$ cat src/rtl/gmii_rx_deframer.sv
// GMII receive deframer: strips preamble/SFD/FCS, checks CRC-32, length
// and rx_er, and streams frame bytes out as 8-bit AXI-Stream with
// one-clock per-frame status pulses.
module gmii_rx_deframer #(
    parameter int MIN_FRAME_LENGTH = 64,
    parameter int MAX_FRAME_LENGTH = 1522
) (
    input  logic       clock,
    input  logic       reset_n,
    input  logic       clk_enable,
    input  logic [7:0] gmii_rxd,
    input  logic       gmii_rx_dv,
    input  logic       gmii_rx_er,
    output logic [7:0] m_axis_tdata,
    output logic       m_axis_tvalid,
    output logic       m_axis_tlast,
    output logic       m_axis_tuser,
    output logic       frame_good,
    output logic       frame_bad_fcs,
    output logic       frame_error
);

    localparam int          CW      = $clog2(MAX_FRAME_LENGTH + 1) + 1;
    localparam logic [31:0] POLY    = 32'hEDB8_8320;
    localparam logic [31:0] RESIDUE = 32'hDEBB_20E3;
    localparam logic [7:0]  PRE     = 8'h55;
    localparam logic [7:0]  SFD     = 8'hD5;

    typedef enum logic [1:0] {IDLE, PREAMBLE, PAYLOAD, DROP} state_t;

    state_t          state_q, state_d;
    logic [31:0]     crc_q, crc_d;
    logic [CW-1:0]   cnt_q, cnt_d;
    logic            err_q, err_d;
    // Delay line: newest byte at [0], oldest at [4] once five are held;
    // the last four bytes of a frame are the FCS and never leave it.
    logic [4:0][7:0] dl_q, dl_d;
    logic [2:0]      fill_q, fill_d;

    logic [7:0] tdata_q, tdata_d;
    logic       tvalid_q, tvalid_d;
    logic       tlast_q, tlast_d;
    logic       tuser_q, tuser_d;
    logic       good_q, good_d;
    logic       bad_fcs_q, bad_fcs_d;
    logic       error_q, error_d;

    logic       full;
    logic       runt;
    logic       fcs_bad;

    // Reflected CRC-32, one byte LSB first, no final inversion.
    function automatic logic [31:0] crc_byte(input logic [31:0] c, input logic [7:0] d);
        logic [31:0] r;
        r = c ^ {24'h0, d};
        for (int i = 0; i < 8; i++)
            r = r[0] ? ((r >> 1) ^ POLY) : (r >> 1);
        return r;
    endfunction

    assign full    = (fill_q == 3'd5);
    assign runt    = (cnt_q < CW'(MIN_FRAME_LENGTH));
    assign fcs_bad = (crc_q != RESIDUE);

    // State and datapath register; outputs are rewritten every clock so
    // pulses never outlast one cycle even when clk_enable is sparse.
    always_ff @(posedge clock or negedge reset_n) begin
        if (!reset_n) begin
            state_q   <= IDLE;
            crc_q     <= 32'hFFFF_FFFF;
            cnt_q     <= '0;
            err_q     <= 1'b0;
            dl_q      <= '0;
            fill_q    <= '0;
            tdata_q   <= '0;
            tvalid_q  <= 1'b0;
            tlast_q   <= 1'b0;
            tuser_q   <= 1'b0;
            good_q    <= 1'b0;
            bad_fcs_q <= 1'b0;
            error_q   <= 1'b0;
        end else begin
            state_q   <= state_d;
            crc_q     <= crc_d;
            cnt_q     <= cnt_d;
            err_q     <= err_d;
            dl_q      <= dl_d;
            fill_q    <= fill_d;
            tdata_q   <= tdata_d;
            tvalid_q  <= tvalid_d;
            tlast_q   <= tlast_d;
            tuser_q   <= tuser_d;
            good_q    <= good_d;
            bad_fcs_q <= bad_fcs_d;
            error_q   <= error_d;
        end
    end

    // Next-state, frame accounting and output generation on enabled edges.
    always_comb begin
        state_d   = state_q;
        crc_d     = crc_q;
        cnt_d     = cnt_q;
        err_d     = err_q;
        dl_d      = dl_q;
        fill_d    = fill_q;
        tdata_d   = '0;
        tvalid_d  = 1'b0;
        tlast_d   = 1'b0;
        tuser_d   = 1'b0;
        good_d    = 1'b0;
        bad_fcs_d = 1'b0;
        error_d   = 1'b0;

        if (clk_enable) begin
            unique case (state_q)
                IDLE: begin
                    if (gmii_rx_dv) begin
                        if (gmii_rxd == PRE) begin
                            state_d = PREAMBLE;
                        end else if (gmii_rxd == SFD) begin
                            state_d = PAYLOAD;
                            crc_d   = 32'hFFFF_FFFF;
                            cnt_d   = '0;
                            err_d   = 1'b0;
                            fill_d  = '0;
                        end else begin
                            state_d = DROP;
                        end
                    end
                end

                PREAMBLE: begin
                    if (!gmii_rx_dv) begin
                        state_d = IDLE;
                    end else if (gmii_rxd == SFD) begin
                        state_d = PAYLOAD;
                        crc_d   = 32'hFFFF_FFFF;
                        cnt_d   = '0;
                        err_d   = 1'b0;
                        fill_d  = '0;
                    end else if (gmii_rxd != PRE) begin
                        state_d = DROP;
                        error_d = 1'b1;
                    end
                end

                PAYLOAD: begin
                    if (gmii_rx_dv && cnt_q >= CW'(MAX_FRAME_LENGTH)) begin
                        // Oversize: close the stream with what is held, drop the rest.
                        state_d  = DROP;
                        error_d  = 1'b1;
                        tvalid_d = full;
                        tlast_d  = full;
                        tuser_d  = full;
                        tdata_d  = full ? dl_q[4] : 8'h00;
                    end else if (gmii_rx_dv) begin
                        cnt_d  = cnt_q + 1'b1;
                        crc_d  = crc_byte(crc_q, gmii_rxd);
                        err_d  = err_q | gmii_rx_er;
                        dl_d   = {dl_q[3:0], gmii_rxd};
                        if (full) begin
                            tvalid_d = 1'b1;
                            tdata_d  = dl_q[4];
                        end else begin
                            fill_d = fill_q + 1'b1;
                        end
                    end else begin
                        state_d = IDLE;
                        if (full) begin
                            tvalid_d  = 1'b1;
                            tlast_d   = 1'b1;
                            tdata_d   = dl_q[4];
                            tuser_d   = err_q | runt | fcs_bad;
                            error_d   = err_q | runt;
                            bad_fcs_d = !(err_q | runt) && fcs_bad;
                            good_d    = !(err_q | runt | fcs_bad);
                        end else begin
                            error_d = 1'b1;
                        end
                    end
                end

                DROP: begin
                    if (!gmii_rx_dv) state_d = IDLE;
                end

                default: state_d = IDLE;
            endcase
        end
    end

    assign m_axis_tdata  = tdata_q;
    assign m_axis_tvalid = tvalid_q;
    assign m_axis_tlast  = tlast_q;
    assign m_axis_tuser  = tuser_q;
    assign frame_good    = good_q;
    assign frame_bad_fcs = bad_fcs_q;
    assign frame_error   = error_q;

endmodule

$ cat config.mk
export PLATFORM = sky130hd
export DESIGN_NAME = gmii_rx_deframer
export DESIGN_NICKNAME = d
export VERILOG_FILES = /design/src/rtl/gmii_rx_deframer.sv
export SDC_FILE = /design/constraint.sdc
export NUM_CORES = 1
export LEC_CHECK = 0
export CAP_MARGIN = 5
export CORE_MARGIN = 2
export CORE_UTILIZATION = 50
export CTS_BUF_LIST = sky130_fd_sc_hd__clkbuf_2 sky130_fd_sc_hd__clkbuf_4 sky130_fd_sc_hd__clkbuf_8
export CTS_CLUSTER_DIAMETER = 200
export DETAILED_ROUTE_END_ITERATION = 16
export PLACE_DENSITY = 0.68
export SLEW_MARGIN = 10
export SYNTH_ARGS = -nofsm -noshare
export SYNTH_HDL_FRONTEND = slang
export SYNTH_SLANG_ARGS = --single-unit
$ cat constraint.sdc
create_clock -name clock -period 3.3 [get_ports clock]
set_input_delay 0.825 -clock clock [delete_from_list [all_inputs] [get_ports clock]]
set_output_delay 0.825 -clock clock [all_outputs]
set_load 0.02 [all_outputs]
==> results of run 1 <==
-- how the worst min path moves through the flow --
| stage | to | slack, ns | cells after the start |
|---|---|---|---|
| floorplan | m_axis_tdata[0] | 0.45 | 1 |
| global route | fill_q[1] | 0.44 | 1 |
| global placement | m_axis_tdata[5] | 0.46 | 1 |
| detailed placement | m_axis_tdata[0] | 0.47 | 1 |
| finish | fill_q[1] | 0.42 | 1 |
| CTS | fill_q[1] | 0.42 | 1 |
-- cells by family after synthesis --
| family | synth area share, % |
|---|---|
| simple gates | 12.10 |
| flops | 51.63 |
| compound gates | 10.46 |
| xor+xnor | 12.71 |
| mux | 9.020 |
| buf+inv | 2.127 |
| fa+ha+maj | 1.956 |
-- where the power goes --
part / internal (uW) / switching (uW)
combinational: 1160 / 1150
clock: 436 / 459
sequential: 1780 / 304
total: 3370 / 1910
-- cell usage after synthesis, types with 2 or more instances --
master / instances / share of area [%]
and3_1: 4 / 0.49
a2bb2oi_1: 3 / 0.51
dfstp_2: 32 / 16
clkbuf_1: 14 / 1.0
o21ai_0: 11 / 1.1
a31oi_1: 5 / 0.61
xor2_1: 18 / 3.1
o22a_1: 3 / 0.51
o31ai_1: 5 / 0.73
a21o_1: 3 / 0.44
inv_1: 7 / 0.51
xnor2_1: 50 / 8.6
and2_1: 9 / 1.1
nor2b_1: 2 / 0.24
or4_1: 2 / 0.29
dfrtp_1: 72 / 35
nor2_1: 44 / 3.2
buf_2: 3 / 0.29
nand4b_1: 5 / 0.86
nand2_1: 12 / 0.88
mux2_2: 41 / 9.0
nor3_1: 8 / 0.78
or3_1: 4 / 0.49
nor4b_1: 3 / 0.51
a21oi_1: 39 / 3.8
ha_1: 8 / 2.0
nand4_1: 6 / 0.73
o21a_1: 2 / 0.29
nand3_1: 9 / 0.88
nor4_1: 6 / 0.73
-- cell type report --
cell class | count | area (um^2)
Tap cell | 133 | 166.4
Sequential cell | 104 | 2643
Multi-Input combinational cell | 322 | 2374
Clock inverter | 7 | 101.3
Timing Repair Buffer | 49 | 467.9
Inverter | 7 | 26.28
Clock buffer | 9 | 123.9
Fill cell | 831 | 3963
-- per-stage QoR --
stage                     util, %  hold WS (ns)  setup slack, ns  area, um^2
after CTS                   59.83        0.4171           0.5600        5902
after global placement      57.55        0.4608           0.1968        5677
after floorplan                 -        0.4494           0.6780        5119
after global routing        59.83        0.4415           0.4628        5902
final                       59.83        0.4166           0.5556        5902
after detailed placement    57.55        0.4681           0.1438        5677
-- sequential cells by signal (all words and copies together), names as in the netlist --
signal and cells:
cnt_q 12, crc_q 32, dl_q 40, err_q 1, fill_q 3, frame_bad_fcs 1, frame_error 1, frame_good 1
m_axis_tdata 8, m_axis_tlast 1, m_axis_tuser 1, m_axis_tvalid 1, state_q 2
-- layer usage --
metal / wire length [um] / track usage, %
met1: 4826 / 27.10
met2: 4802 / 31.38
met3: 413 / 5.365
met4: 170 / 6.286
met5: 0 / 0
==> impl_metrics.toml, run 1 <==
[placed_design]
gp_congestion = 0.9534
dp_hpwl_um = 7300
dp.cells = 615
numPortBuffers = 26

[timing]
drv_slew = 0
worst_pin_slew_ns = 0.7311
hold_viol_final = 0
skew_ns = 0.01139
final-setup-viol-count = 0
fmax_mhz = 364.4
rsz0062_at_grt = "false"
post-route-period-util_pct = 83.17
fin_crit_ns = 2.744
slew-limit-headroom_pct = 51.08
tns_ns = 0

[logic_synthesis]
ys_ff_latch = 104
synthCells = 452
synth_edf_count = 0
avgSynthCellArea_um2 = 11.32
syn_area_um2 = 5119
synth_async_sr_flop_share_pct = 100.0
yosys_most_used_dff = "dfrtp_1"
synth_fp_nets = 473
yosysSeqAreaShare_pct = 51.63
ys_types = 52
ys_warn_count = 0

[worst_setup_path]
crit_buf_inv = 2
arrival_ns = 3.06
rr_startpoint = "state_q[1]"
r2r_cells = 7
critPathMaxFanout = 9
startpoint_type = "input port"
path_class = "input port to flop"
crit_start = "gmii_rxd[6]"
cp_num_cells = 7
crit_chain = "clkdlybuf4s50_1 -> nor4bb_1 -> buf_4 -> a31oi_1 -> a2111o_1 -> or4_1 -> a21oi_1"
required_ns = 3.61
reg2reg_slack_ns = 0.67
end_kind = "flop"
reg2reg_to = "cnt_q[7]"
slowest_delay_ns = 0.54
cp_slowest_cell = "clkdlybuf4s50_1"
critPathTopFamily = "simple AND/OR/NAND/NOR gates"
endpoint = "cnt_q[7]"

[cts]
cts.clk_slew.worst_paths_ns = 0.10
cts_made_buffers = 9
cts-htree-levels = 3
tritoncts = "built"
cts_sinks = 104
root_buffer = "clkbuf_8"
postCtsHoldBufs = 0
cts_resized = 0
clock_path_buffers = 2
worstSkewPairLatency_ns = 0.38
post_cts_buffers = 0

[global_routing]
antenna_found_initial = 0
grt_pass1_wl_um = 17460
grt_overflow = 0
track_usage_pct = 20.02
grt_pass1_vias = 3489
grt_max_degree = 44

[outcome]
status = "complete, no violations"

[route]
first_pass_iters = 4
wire_per_inst_um = 16.18
totalWireLength_um = 10210
drtIter0Drc = 166
ant_nets = 0
vias = 3492
drcViolationCount = 0
via_per_inst = 5.534

[floorplanning]
die_y_um = 105.2
dieArea_um2 = 11060
rows = 36
ioPinCount = 27
die_x_um = 105.2
start_util_pct = 51.89
core_region_area_um2 = 9864

[flow_run]
drv_cap = 0

[cells_and_area]
fin_cells = 631
layout_commonest_cell = "dfrtp_1"
final_cell_mix = "dfrtp_1 (72), xnor2_1 (50), nor2_1 (44)"
synthToLayoutAreaGrowth_pct = 15.30
fin_nets = 514
drive_above_1_share_pct = 23.90
diodes = 0

[power_and_ir_drop]
ir_drop_mv = 0.6037
power_leakage_uw = 0.002447
power_density_nw_per_um2 = 895.5
p_total_uw = 5285

[min_path]
hold_path_class = "input port to asynchronous set/reset pin"
Power figures use the tool's default switching activity.
==> run 2, diff against run 1 <==
==> constraint.sdc (replaced) <==
create_clock -name clock -period 2.7 [get_ports clock]
set_input_delay 0.675 -clock clock [delete_from_list [all_inputs] [get_ports clock]]
set_output_delay 0.675 -clock clock [all_outputs]
set_load 0.02 [all_outputs]
==> run 2 against run 1 <==
Against the previous run:
- core utilization grew 2.4 points
- die area is the same
- register-to-register slack got worse by 0.40 ns
- clock-buffer cell count is 1 higher
- final area up 4.0%
- sequential share of layout area is 1.7 points lower
- first-iteration DRC count down 14%
- power grew 24%
- largest power group unchanged
==> impl_metrics.toml, run 2 (synthesized netlist as in run 1, its figures left out) <==
[outcome]
status = "complete, no violations"

[timing]
rsz0062_at_grt = "false"
skew_ns = 0.01071
fmax_mhz = 392.3
worst_pin_slew_ns = 0.5609
final-setup-viol-count = 0
hold_viol_final = 0
drv_slew = 0
hold_slack_ns = 0.1220
tns_ns = 0
fin_crit_ns = 2.549
post-route-period-util_pct = 94.41
slew-limit-headroom_pct = 62.34

[cells_and_area]
diodes = 0
final_cell_mix = "dfrtp_1 (72), buf_4 (51), xnor2_1 (50)"
layout_commonest_cell = "dfrtp_1"
synthToLayoutAreaGrowth_pct = 19.90
largest_register_ffs = 40
fin_cells = 663
top_register = "dl_q"
largestRegisters = "dl_q x40, crc_q x32, cnt_q x12"
fin_nets = 546
drive_above_1_share_pct = 28.49
fin_util_pct = 62.21

[power_and_ir_drop]
power_density_nw_per_um2 = 1070
p_total_uw = 6568
power_leakage_uw = 0.002601
ir_drop_mv = 0.7736

[worst_setup_path]
arrival_ns = 2.85
startpoint_type = "input port"
critPathMaxFanout = 6
required_ns = 3.00
end_kind = "flop"
path_class = "input port to flop"

[global_routing]
antenna_found_initial = 0
grt_max_degree = 66
grt_pass1_wl_um = 18190
track_usage_pct = 20.57
grt_overflow = 0
grt_pass1_vias = 3742

[route]
drtIter0Drc = 142
via_per_inst = 5.388
totalWireLength_um = 10330
vias = 3572
wire_per_inst_um = 15.59
first_pass_iters = 4
ant_nets = 0
drcViolationCount = 0

[cts]
clock_path_buffers = 2
cts_sinks = 104
tritoncts = "built"
cts-htree-levels = 3
cts_resized = 0
cts.clk_slew.worst_paths_ns = 0.10
root_buffer = "clkbuf_8"
postCtsHoldBufs = 0
cts_made_buffers = 9
post_cts_buffers = 0
worstSkewPairLatency_ns = 0.37

[floorplanning]
start_util_pct = 51.89
dieArea_um2 = 11060
ioPinCount = 27
die_x_um = 105.2
core_region_area_um2 = 9864
rows = 36
die_y_um = 105.2

[placed_design]
dp.cells = 647
dp_hpwl_um = 7490
numPortBuffers = 26
gp_congestion = 0.8510

[min_path]
hold_path_class = "input port to asynchronous set/reset pin"

[flow_run]
drv_cap = 0
## run 2: cell types whose count changed in the layout (fill, tap and decap cells not counted), sizes merged
| cell | delta |
|---|---|
| buf | +32 |
| clkbuf | +1 |
| clkinvlp | -1 |
| bufinv | -2 |
| inv | +1 |
| clkinv | +1 |
## run 2: metrics by stage
stage               setup slack [ns]  instance area, um^2
finish                        0.1510                 6137
global route                 0.06821                 6137
CTS                           0.1971                 6137
detailed placement           -0.1707                 5942
global placement             -0.1723                 5942
floorplan                     0.2280                 5119
## run 2: power by group
| group | internal (uW) | switching [uW] |
|---|---|---|
| sequential | 2170 | 356 |
| combinational | 1620 | 1470 |
| clock | 384 | 563 |
## run 2: final timing paths
path / start / endpoint / slack [ns] / cells after the start
max: gmii_rxd[1] / cnt_q[8] / 0.15 / 8
min: reset_n / cnt_q[3] / 0.12 / 1
max reg2reg: state_q[1] / cnt_q[8] / 0.27 / 8
min reg2reg: dl_q[34] / m_axis_tdata[2] / 0.48 / 1
max in group asynchronous: reset_n / crc_q[17] / 1.98 / 2
min in group clock: dl_q[34] / m_axis_tdata[2] / 0.48 / 1
## run 2: layout make-up
class / instances / area, um^2
flip-flops and latches: 104 / 2643
clock buffers: 10 / 137.6
multi-input cells: 322 / 2374
fillers: 815 / 3727
inverters: 7 / 26.28
repair buffers: 81 / 733.2
well taps: 133 / 166.4
clock inverters: 6 / 57.56
## run 2: worst max-delay path, stage by stage
cell	delay, ns
clkdlybuf4s50_1	0.47
nor4bb_1	0.33
buf_4	0.17
a31oi_1	0.12
a2111o_1	0.37
buf_4	0.18
nor4_1	0.33
a2bb2oi_1	0.20
## run 2: per-layer routing
layer | track usage (%) | wire, um | vias to the layer above
li1 | - | - | 1741
met1 | 27.58 | 4914 | 1768
met2 | 33.50 | 5009 | 50
met3 | 3.993 | 256 | 13
met4 | 6.762 | 154 | 0
met5 | 0 | 0 | -
==> run 3, diff against run 2 <==
--- a/config.mk
+++ b/config.mk
@@ -12,7 +12,7 @@
 export CTS_CLUSTER_DIAMETER = 200
 export DETAILED_ROUTE_END_ITERATION = 16
 export PLACE_DENSITY = 0.68
-export SLEW_MARGIN = 10
+export SLEW_MARGIN = 40
 export SYNTH_ARGS = -nofsm -noshare
 export SYNTH_HDL_FRONTEND = slang
 export SYNTH_SLANG_ARGS = --single-unit
==> results of run 3 <==
No change in the layout: final DEF, timing and power equal those of run 2.
